<file path="src/rtl/alu_issue_queue.sv">
// ALU issue queue: FIFO buffer between an instruction producer and the
// 3-stage pipelined ALU. The head entry is presented to the ALU, which can
// hold it with alu_stall. Issue and stall statistics are kept alongside.
module alu_issue_queue #(
  parameter int DEPTH  = 8,
  parameter int ADDR_W = 3,
  parameter int CNT_W  = 16
) (
  input  logic              clk,
  input  logic              rst,
  input  logic              in_valid,
  input  logic [16:0]       in_instr,
  output logic              in_ready,
  input  logic              flush,
  input  logic              alu_stall,
  output logic              issue_valid,
  output logic [1:0]        issue_op,
  output logic [4:0]        issue_dest,
  output logic [4:0]        issue_a,
  output logic [4:0]        issue_b,
  output logic [ADDR_W:0]   level,
  output logic [CNT_W-1:0]  issue_cnt,
  output logic [CNT_W-1:0]  stall_cnt
);

  localparam logic [ADDR_W:0] LEVEL_FULL = (ADDR_W+1)'(DEPTH);

  // Storage is deliberately left without reset.
  logic [16:0]        mem [DEPTH];
  logic [ADDR_W-1:0]  wr_ptr;
  logic [ADDR_W-1:0]  rd_ptr;
  logic [16:0]        head;
  logic               full;
  logic               push;
  logic               pop;
  logic               stall_hit;

  // Handshake qualifiers; a flush cancels both the push and the pop.
  always_comb begin
    full        = (level == LEVEL_FULL);
    in_ready    = ~full;
    issue_valid = (level != {(ADDR_W+1){1'b0}});
    push        = in_valid & in_ready & ~flush;
    pop         = issue_valid & ~alu_stall & ~flush;
    stall_hit   = issue_valid & alu_stall;
  end

  // Present the head entry to the ALU; no same-cycle in->issue bypass.
  always_comb begin
    head       = mem[rd_ptr];
    issue_op   = head[16:15];
    issue_dest = head[14:10];
    issue_a    = head[9:5];
    issue_b    = head[4:0];
  end

  // Write accepted instructions into the storage array.
  always_ff @(posedge clk) begin
    if (push) begin
      mem[wr_ptr] <= in_instr;
    end
  end

  // Pointer and occupancy tracking; flush empties the queue.
  always_ff @(posedge clk or posedge rst) begin
    if (rst) begin
      wr_ptr <= {ADDR_W{1'b0}};
      rd_ptr <= {ADDR_W{1'b0}};
      level  <= {(ADDR_W+1){1'b0}};
    end else if (flush) begin
      wr_ptr <= {ADDR_W{1'b0}};
      rd_ptr <= {ADDR_W{1'b0}};
      level  <= {(ADDR_W+1){1'b0}};
    end else begin
      if (push) begin
        wr_ptr <= wr_ptr + ADDR_W'(1);
      end
      if (pop) begin
        rd_ptr <= rd_ptr + ADDR_W'(1);
      end
      case ({push, pop})
        2'b10:   level <= level + (ADDR_W+1)'(1);
        2'b01:   level <= level - (ADDR_W+1)'(1);
        default: level <= level;
      endcase
    end
  end

  // Issue/stall statistics; they survive a flush and wrap on overflow.
  always_ff @(posedge clk or posedge rst) begin
    if (rst) begin
      issue_cnt <= {CNT_W{1'b0}};
      stall_cnt <= {CNT_W{1'b0}};
    end else begin
      if (pop) begin
        issue_cnt <= issue_cnt + CNT_W'(1);
      end
      if (stall_hit) begin
        stall_cnt <= stall_cnt + CNT_W'(1);
      end
    end
  end

endmodule

</file>
<file path="config.mk">
export PLATFORM = sky130hd
export DESIGN_NAME = alu_issue_queue
export DESIGN_NICKNAME = d
export VERILOG_FILES = /design/src/rtl/alu_issue_queue.sv
export SDC_FILE = /design/constraint.sdc
export NUM_CORES = 1
export LEC_CHECK = 0
export CAP_MARGIN = 20
export CORE_UTILIZATION = 30
export CTS_CLUSTER_SIZE = 30
export DETAILED_ROUTE_END_ITERATION = 10
export SLEW_MARGIN = 20
export SYNTH_ARGS = -nofsm -noshare
export SYNTH_HDL_FRONTEND = slang
export SYNTH_SLANG_ARGS = --single-unit
</file>
<file path="constraint.sdc">
create_clock -name clk -period 9.6 [get_ports clk]
set_clock_uncertainty 0.05 [all_clocks]
set_input_delay 1.44 -clock clk [delete_from_list [all_inputs] [get_ports clk]]
set_output_delay 1.44 -clock clk [all_outputs]
set_load 0.005 [all_outputs]
</file>
==> qor.txt <==
category of the critical setup timing path -> flip-flop to output port
fraction of layout instances using a drive strength above 1 -> 0.209
count of TritonRoute iterations in the first routing pass -> 4
register bit count reported by yosys -> 178
routed wire length per instance -> 17.9 um
static leakage -> 0.00306 uW
Setup crit start kind -> flip-flop
register-to-register setup slack -> 6.94 ns
I/O pin count -> 77
Setup Fix Bufs, Post-CTS -> 0
Routed WL -> 14.8 mm
total number of vias -> 3895
number of buffers inserted by port buffering -> 76
clock tree from TritonCTS -> done
CP max FO -> 34
maximum level of the CTS H-tree -> 4
switching fraction of total power -> 0.282
share of async-settable or async-resettable flops after synthesis -> 0.236
peak supply drop -> 0.149 mV
sequential standard cell area -> 5140 um^2
Worst-Margin Slew -> 0.789 ns
cell row count -> 56
cell area after technology mapping -> 7250 um^2
clock insertion delay at the later pin of the skew report -> 0.43 ns
post-CTS sizing -> 0
result of the run -> finished, final reports clean
logic depth of the worst register-to-register path -> 9
worst setup slack before clock tree synthesis -> 5.43 ns
Die Footprint -> 24800 um^2
clock transition at the registers of the reported paths -> 0.07 ns
clock network power share -> 0.332
fin. max-slew vios -> 0
DP HPWL -> 8.72 mm
net count of the mapped netlist -> 435
multi-input gate area in the final layout -> 2010 um^2
Yosys warning total -> 0
Sum Neg Setup Slack -> 0 ns
critical path required time -> 8.11 ns
final weighted congestion of routability-driven global placement -> 0.758
Yosys cell types -> 43
Syn Area/Cell -> 17.8 um^2
relative area change from synthesis to final layout -> 24.9%
Top FF cell, synth -> edfxtp_1
Clock Root Buffer -> clkbuf_16
maximum number of buffers from clock root to sink -> 2
via-per-instance ratio -> 4.71
Final Setup Violations -> 0
hold buffers post-CTS -> 0
Hold/Removal Path Class -> flip-flop to flip-flop
hold path cells -> 1
sequential group share of total power -> 0.439
endpoint of the worst register-to-register path -> level[2]
Core Footprint -> 23600 um^2
initial core utilization -> 0.307
count of final hold-check violations -> 0
total number of clock tree sinks -> 178
most frequent cells in the layout -> edfxtp_1, clkdlybuf4s50_1, dfrtp_1
Int Pwr -> 1510 uW
final critical-path required period -> 4.27 ns
antenna-violating nets left -> 0
vias in the first global route -> 4180
area leader, netlist -> edfxtp_1
count of max-cap constraint violations -> 0
EDFF count, synth -> 136
portion of the post-synthesis area used by sequential elements -> 0.709
synth top area cells -> edfxtp_1, dfrtp_1, mux4_2, xnor2_1, mux2_2
Switch Pwr -> 593 uW
pin count of the biggest net entering global routing -> 43
leading cell type in the layout, fill and taps excluded -> edfxtp_1
Tcrit/Tclk final -> 0.444
worst max-slew margin expressed relative to the limit -> 0.473
total global-route track usage -> 0.128
setup slack of the critical path after layout -> 5.33 ns
die extent in y -> 157 um
placed instance area -> 8410 um^2
setup repair after global routing missed its margin -> no
first-pass GRT wire length -> 23.3 mm
Mapped Cells -> 407
start of the worst register-to-register path -> level[0]
Fmax -> 0.234 GHz
global route overflow -> 0
DRT iter0 DRCs -> 214
number of buffers added by the clock tree synthesis step -> 17
portion of total power attributed to combinational logic -> 0.228
pwr/cell area -> 233 nW/um^2
overall die width -> 157 um
fraction of post-synthesis cell area in the top cell type by area -> 0.564
hold path start -> issue_cnt[15]
number of antenna violations at the first check in global routing -> 0
diodes inserted -> 0
Non-Filler Cell Area, Final -> 9050 um^2
total number of nets in the final design -> 523
detailed-route DRC error count -> 0
endpoint arrival time on the critical path -> 2.78 ns
Fill cells -> 2183
category of the worst setup path capture point -> output port
sink of the worst hold path -> issue_cnt[15]
-- through the flow --
| step | instances | hold slack (ns) | utilization | total power (uW) |
|---|---|---|---|---|
| floorplan | 407 | 0.415 | - | 1220 |
| global placement | 794 | 0.407 | 0.356 | 1420 |
| detailed placement | 794 | 0.421 | 0.356 | 1430 |
| CTS | 826 | 0.438 | 0.383 | 2140 |
| global route | 827 | 0.453 | 0.383 | 2210 |
| finish | 827 | 0.431 | 0.383 | 2100 |
-- final cells by class --
cell class / count / share of cell area
clock buffers: 17 / 0.0470
clock inverters: 15 / 0.0217
inverters: 6 / 0.00249
multi-input cells: 203 / 0.222
flip-flops and latches: 178 / 0.567
well taps: 319 / 0.0441
repair buffers: 89 / 0.0957
-- state kept, by name (all words and copies together) (netlist names) --
register and cells:
wr_ptr 3, stall_cnt 16, issue_cnt 16, rd_ptr 3, mem 136, level 4
-- cells by family after synthesis --
family	after synthesis	share of synthesized area
compound gates	20	0.0212
mux	53	0.135
xor+xnor	35	0.0423
fa+ha+maj	6	0.0104
buf+inv	26	0.0162
simple gates	89	0.0660
flops	178	0.709
-- power by group through the flow --
| stage | clock [uW] | sequential [uW] | combinational [uW] |
|---|---|---|---|
| after floorplan | 0 | 925 | 298 |
| after global placement | 0 | 937 | 479 |
| after detailed placement | 0 | 941 | 490 |
| after CTS | 720 | 925 | 493 |
| after global routing | 751 | 932 | 529 |
| final | 700 | 924 | 480 |
-- cells in the mapped netlist (all sizes together) (5+ instances only) --
library cell and instances:
buf 8, clkbuf 12, dfrtp 42, edfxtp 136
ha 6, inv 6, mux2 19, mux4 34
nand2 22, nand3 14, nand4 5, nor2 17
nor3 5, nor4 5, o21ai 5, xnor2 24
xor2 11
-- critical path, cell delays in order (launching register included) --
cell and delay [ns]:
dfrtp_2 0.39, buf_4 0.56, mux4_2 0.58, mux2_2 0.27, clkdlybuf4s50_1 0.51
-- worst max-delay path by stage --
stage	end	start	cells after the start	slack (ns)
2_1_floorplan	mem[0][0]	in_valid	4	5.39
3_3_place_gp	level[2]	flush	9	5.55
3_5_place_dp	level[2]	flush	9	5.43
4_1_cts	issue_dest[3]	rd_ptr[0]	4	5.26
5_1_grt	issue_op[0]	rd_ptr[0]	4	5.15
6_report	issue_op[0]	rd_ptr[0]	4	5.33
-- per-layer routing --
| layer | track usage | share of wire | up-vias |
|---|---|---|---|
| met5 | 0 | 0 | - |
| met4 | 0.0388 | 0.011 | 0 |
| met3 | 0.0385 | 0.054 | 12 |
| met2 | 0.222 | 0.50 | 94 |
| met1 | 0.153 | 0.43 | 2022 |
| li1 | - | - | 1767 |
No activity file was read; power rests on OpenSTA's default activity.
==> RTL change 1: new RTL, same flow settings <==
Change the parameter `ADDR_W` from 3 to 2.
--- a/src/rtl/alu_issue_queue.sv
+++ b/src/rtl/alu_issue_queue.sv
@@ -5,3 +5,3 @@
   parameter int DEPTH  = 8,
-  parameter int ADDR_W = 3,
+  parameter int ADDR_W = 2,
   parameter int CNT_W  = 16
Ports: changed (resized level); port bits go from 77 to 76. No check against the original RTL was run, so the function may have changed too.
==> RTL change 1 against the unedited design <==
First-iteration DRC count down 37%. Setup slack better by 0.51 ns. Synthesized area down 40%. Clock power down 42%. Count of clock-buffer cells in the layout down 4. Total power down 55%. Final area down 38%. Fmax up 14%. Routed wire length down 43%. Register-to-register slack worse by 0.24 ns. Sequential cell count down 71. Critical endpoint is now in_ready. Largest cell class unchanged.
==> RTL change 1: results (changes against the unedited design) <==
[run_status]
run_status = finished clean

[global_route]
use_met3_pct = 3.717  ; -0.14 points
met1_usage_pct = 14.88  ; -0.39 points
grt_pass1_wl_mm = 13.08  ; -44%
grt_pass1_vias = 2473  ; -41%
grt_start_max_net_pins = 40  ; -7.0%

[layout]
nets = 366  ; -30%
drive_above_1_share_pct = 12.57  ; -8.3 points
reg_top3 = mem x68, issue_cnt x16, stall_cnt x16
fill_cells = 1280  ; -41%

[routing]
drt_wl_total_mm = 8.365  ; -43%
drt_iter0_markers = 134  ; -37%
wl_per_cell_um = 16.02  ; -10%
num_vias = 2369  ; -39%

[worst_setup_path]
worst-path-max-fanout = 12  ; -65%
slowest_delay_ns = 0.82  ; +0.24 ns
slowest_stage = nor3_2
reg2reg_slack_ns = 6.70  ; -0.24 ns
reg2reg_depth = 8  ; -1
cp_top_family = simple AND/OR/NAND/NOR gates
crit_arrival_ns = 2.26  ; -0.52 ns

[synthesis]
syn_nets = 287  ; -34%
yosysUniqueCellTypes = 38  ; -12%
seq_area_frac_synth_pct = 69.07  ; -1.8 points
yosys-top-cells-area = edfxtp_1 47%, dfrtp_1 22%, mux4_2 8.8%
synthArstFlopShare_pct = 36.45  ; +13 points
synth_edf_count = 68  ; -50%
synth_commonest_cells = 68 x edfxtp_1, 39 x dfrtp_1, 25 x xnor2_1, 17 x mux4_2, 17 x nor2_1

[power_and_ir_drop]
power_switching_mw = 0.1799  ; -70%
ir_worst_vdd_v = 0.00007735  ; -48%
leakage_nw = 2.048  ; -33%

[clock_network]
clock_latency_ns = 0.35  ; -0.08 ns
cts-htree-levels = 3  ; -1
numCtsBuffers = 9  ; -8

[timing]
finalCritPeriodShare_pct = 39.09  ; -5.3 points
fin_worst_hold_slack_ns = 0.4257  ; -0.005149 ns
max-slew-margin-rel_pct = 35.87  ; -11 points

[placed_design]
portBuffers = 75  ; -1.3%
dp_cells = 506  ; -36%
pre_cts_slack_ns = 5.705  ; +0.2737 ns

RTL change 1: layer usage:
metal	share of wire, %	vias to the layer above	wire length [um]
li1	-	1124	-
met1	45	1182	3774
met2	49	54	4129
met3	4.4	9	369
met4	1.1	0	91
met5	0	-	0
RTL change 1: power groups by stage:
stage / combinational (mW) / clock [mW] / sequential [mW]
3_5_place_dp: 0.0380 / 0 / 0.512
2_1_floorplan: 0.0114 / 0 / 0.512
5_1_grt: 0.0413 / 0.436 / 0.503
4_1_cts: 0.0381 / 0.421 / 0.502
6_report: 0.0373 / 0.409 / 0.503
3_3_place_gp: 0.0366 / 0 / 0.512
RTL change 1: cells by family (layout without fill, tap and decap cells):
family | Yosys count | count (layout) | synth area share (%)
AOI/OAI and AO/OA | 6 | 6 | 1.260
xor gates and xnor gates | 34 | 34 | 6.816
adders and majority gates | 7 | 7 | 2.176
buffers and inverters | 15 | 99 | 1.718
DFF | 107 | 107 | 69.07
muxes | 20 | 20 | 9.507
and+or+nand+nor | 69 | 69 | 9.450
RTL change 1: layout make-up:
| class | instances | area (um2) | area share (%) |
|---|---|---|---|
| flip-flops and latches | 107 | 3018 | 53.43 |
| multi-input cells | 136 | 1276 | 22.60 |
| repair buffers | 77 | 765.7 | 13.56 |
| clock buffers | 13 | 271.5 | 4.807 |
| well taps | 180 | 225.2 | 3.988 |
| clock inverters | 3 | 68.82 | 1.218 |
| inverters | 6 | 22.52 | 0.3988 |
RTL change 1: final timing paths:
| path | from | endpoint |
|---|---|---|
| min reg2reg | stall_cnt[15] | stall_cnt[15] |
| min in group asynchronous | rst | stall_cnt[15] |
| min | stall_cnt[15] | stall_cnt[15] |
| max in group asynchronous | rst | issue_cnt[14] |
| max | level[1] | in_ready |
| max reg2reg | level[1] | level[2] |
RTL change 1: worst register-to-register path: cells and delay by family, from the launching register on:
family | cells | cell delay, ns
adder cells (fa/ha/maj) | 1 | 0.38
AND/OR/NAND/NOR | 5 | 1.62
AO/OA/AOI/OAI | 2 | 0.30
flip-flops | 1 | 0.48
RTL change 1: through the flow:
step                total power [mW]  util [%]
floorplan                     0.5230         -
CTS                           0.9614     40.22
detailed placement            0.5501     37.80
finish                        0.9488     40.22
global route                  0.9811     40.22
global placement              0.5487     37.80
==> RTL change 2: new RTL, same settings <==
Made on the original files. Put one more register stage on the output `level`, with the module's reset. The value now appears one clock later. The other outputs are not delayed to match.
--- a/src/rtl/alu_issue_queue.sv
+++ b/src/rtl/alu_issue_queue.sv
@@ -27,2 +27,4 @@
 
+  logic [ADDR_W:0] level_s0;
+
   // Storage is deliberately left without reset.
@@ -39,5 +41,5 @@
   always_comb begin
-    full        = (level == LEVEL_FULL);
+    full        = (level_s0 == LEVEL_FULL);
     in_ready    = ~full;
-    issue_valid = (level != {(ADDR_W+1){1'b0}});
+    issue_valid = (level_s0 != {(ADDR_W+1){1'b0}});
     push        = in_valid & in_ready & ~flush;
@@ -68,3 +70,3 @@
       rd_ptr <= {ADDR_W{1'b0}};
-      level  <= {(ADDR_W+1){1'b0}};
+      level_s0 <= {(ADDR_W+1){1'b0}};
     end else if (flush) begin
@@ -72,3 +74,3 @@
       rd_ptr <= {ADDR_W{1'b0}};
-      level  <= {(ADDR_W+1){1'b0}};
+      level_s0 <= {(ADDR_W+1){1'b0}};
     end else begin
@@ -81,5 +83,5 @@
       case ({push, pop})
-        2'b10:   level <= level + (ADDR_W+1)'(1);
-        2'b01:   level <= level - (ADDR_W+1)'(1);
-        default: level <= level;
+        2'b10:   level_s0 <= level_s0 + (ADDR_W+1)'(1);
+        2'b01:   level_s0 <= level_s0 - (ADDR_W+1)'(1);
+        default: level_s0 <= level_s0;
       endcase
@@ -103,2 +105,10 @@
 
+  always_ff @(posedge clk or posedge rst) begin
+    if (rst) begin
+      level <= '0;
+    end else begin
+      level <= level_s0;
+    end
+  end
+
 endmodule
Check against the original RTL: not equivalent (a bounded check fails within 4 cycles, from zero or initial values and one cycle with rst high).
==> RTL change 2 against the unedited design <==
Worst hold slack worse by 0.0085 ns. Routed wire length rose by 2.0%. Setup slack improved by 0.014 ns. Clock power fell by 2%. Synthesized area increased by 3.1%. Combinational power increased by 1%. Final area rose by 1.9%. Synthesized cell count up 2.5%. Sequential cell count increased by 4. Total power grew 1.8%. Fmax up 0.32%. Critical endpoint unchanged.
==> RTL change 2: results (changes against the unedited design) <==
[clock_network]
clk_pin_slew_ns = 0.07  ; about the same
cts_setup_buffers = 0  ; unchanged
root_buffer = clkbuf_16
cts-htree-levels = 4  ; unchanged
clock_latency_ns = 0.42
postCtsResizedCells = 0  ; unchanged
numCtsBuffers = 17  ; unchanged
clk_path_buf_depth = 2  ; unchanged

[global_route]
met1_usage_pct = 15.72  ; +0.45 points
grt_pass1_vias = 4253  ; +1.7%
grt_use_met2_pct = 20.68  ; -1.5 points
grt_antenna_before_repair = 0  ; unchanged
use_met3_pct = 3.870  ; +0.016 points
grt_start_max_net_pins = 47  ; +9.3%
grt_pass1_wl_mm = 24.14  ; +3.7%
track_usage_pct = 12.43  ; -0.39 points

[routing]
first_pass_iters = 5  ; +1
num_vias = 3989  ; +2.4%
drt_wl_total_mm = 15.07  ; +2.0%
drt_iter0_markers = 214  ; unchanged

[power_and_ir_drop]
leakage_nw = 3.112  ; +1.6%
ir_worst_vdd_v = 0.0001384  ; -7.3%

[synthesis]
synth_edf_count = 136  ; unchanged
yosys-top-cells-area = edfxtp_1 55%, dfrtp_1 15%, mux4_2 10%
synth_commonest_cells = 136 x edfxtp_1, 46 x dfrtp_1, 34 x mux4_2, 22 x xnor2_1, 21 x nor2_1
syn_nets = 445  ; +2.3%
seq_area_frac_synth_pct = 70.08  ; -0.78 points
synthArstFlopShare_pct = 25.27  ; +1.7 points
yosys_warnings = 0  ; unchanged
yosysUniqueCellTypes = 52  ; +21%

[layout]
fill_cells = 2252  ; +3.2%
n_antenna_cell = 0  ; unchanged
reg_top3 = mem x136, issue_cnt x16, stall_cnt x16
drive_above_1_share_pct = 21.01  ; +0.15 points
nets = 529  ; +1.1%

[placed_design]
globalplace.congestion = 0.7465  ; -1.5%
portBuffers = 76  ; unchanged
place_hpwl_mm = 9.151  ; +5.0%
pre_cts_slack_ns = 5.314  ; -0.1177 ns

[timing]
drv_slew = 0  ; unchanged
max-slew-margin-rel_pct = 32.97  ; -14 points

[hold_path]
holdPathStages = 1  ; unchanged
worstHoldPathType = register to register

[worst_setup_path]
crit_arrival_ns = 2.76  ; -0.02 ns
reg2reg_depth = 9  ; unchanged
worst-path-max-fanout = 34  ; unchanged

[run_status]
run_status = finished clean

## RTL change 2: worst paths after layout
kind,end,start,slack (ns)
setup / recovery,issue_op[0],rd_ptr[0],5.35
hold / removal,issue_cnt[15],issue_cnt[15],0.42
setup reg to reg,level_s0[2],level_s0[1],6.64
hold reg to reg,issue_cnt[15],issue_cnt[15],0.42
max in group asynchronous,rd_ptr[1],rst,7.55
min in group asynchronous,issue_cnt[4],rst,1.41
## RTL change 2: worst max-delay path, stage by stage (launching register included)
cell	delay (ns)
dfrtp_2	0.39
buf_4	0.58
mux4_2	0.59
mux2_2	0.31
clkdlybuf4s50_1	0.45
## RTL change 2: logic make-up after synthesis
logic type      share of synthesized area [%]
buf+inv                                 1.558
mux                                     13.12
flops                                   70.08
simple gates                            7.270
fa+ha+maj                               1.005
xor+xnor                                4.104
compound gates                          2.865
## RTL change 2: final cells by class
type	count	area, um2	share of cell area [%]
inverters	6	23.77	0.2578
repair buffers	83	813.3	8.818
clock inverters	15	176.4	1.913
multi-input cells	211	2141	23.21
well taps	324	405.4	4.396
clock buffers	17	425.4	4.613
flip-flops and latches	182	5238	56.79
## RTL change 2: metrics by stage
step           util, %  instance area (um2)  hold WS (ns)  std cells
2_1_floorplan        -                 7470        0.3420        417
3_3_place_gp     35.34                 8620        0.4118        806
5_1_grt          37.81                 9223        0.4358        838
3_5_place_dp     35.34                 8620        0.4086        806
6_report         37.81                 9223        0.4223        838
4_1_cts          37.81                 9221        0.4256        838
## RTL change 2: per-layer routing
layer  vias to the layer above  part of all wire [%]
li1                       1801                     -
met1                      2069                    44
met2                       110                    49
met3                         9                   5.7
met4                         0                  0.88
met5                         -                     0
## RTL change 2: power breakdown
part / switching (mW) / total [mW] / internal, mW
sequential: 0.0718 / 0.972 / 0.900
combinational: 0.196 / 0.485 / 0.289
clock: 0.333 / 0.685 / 0.352
total: 0.601 / 2.14 / 1.54
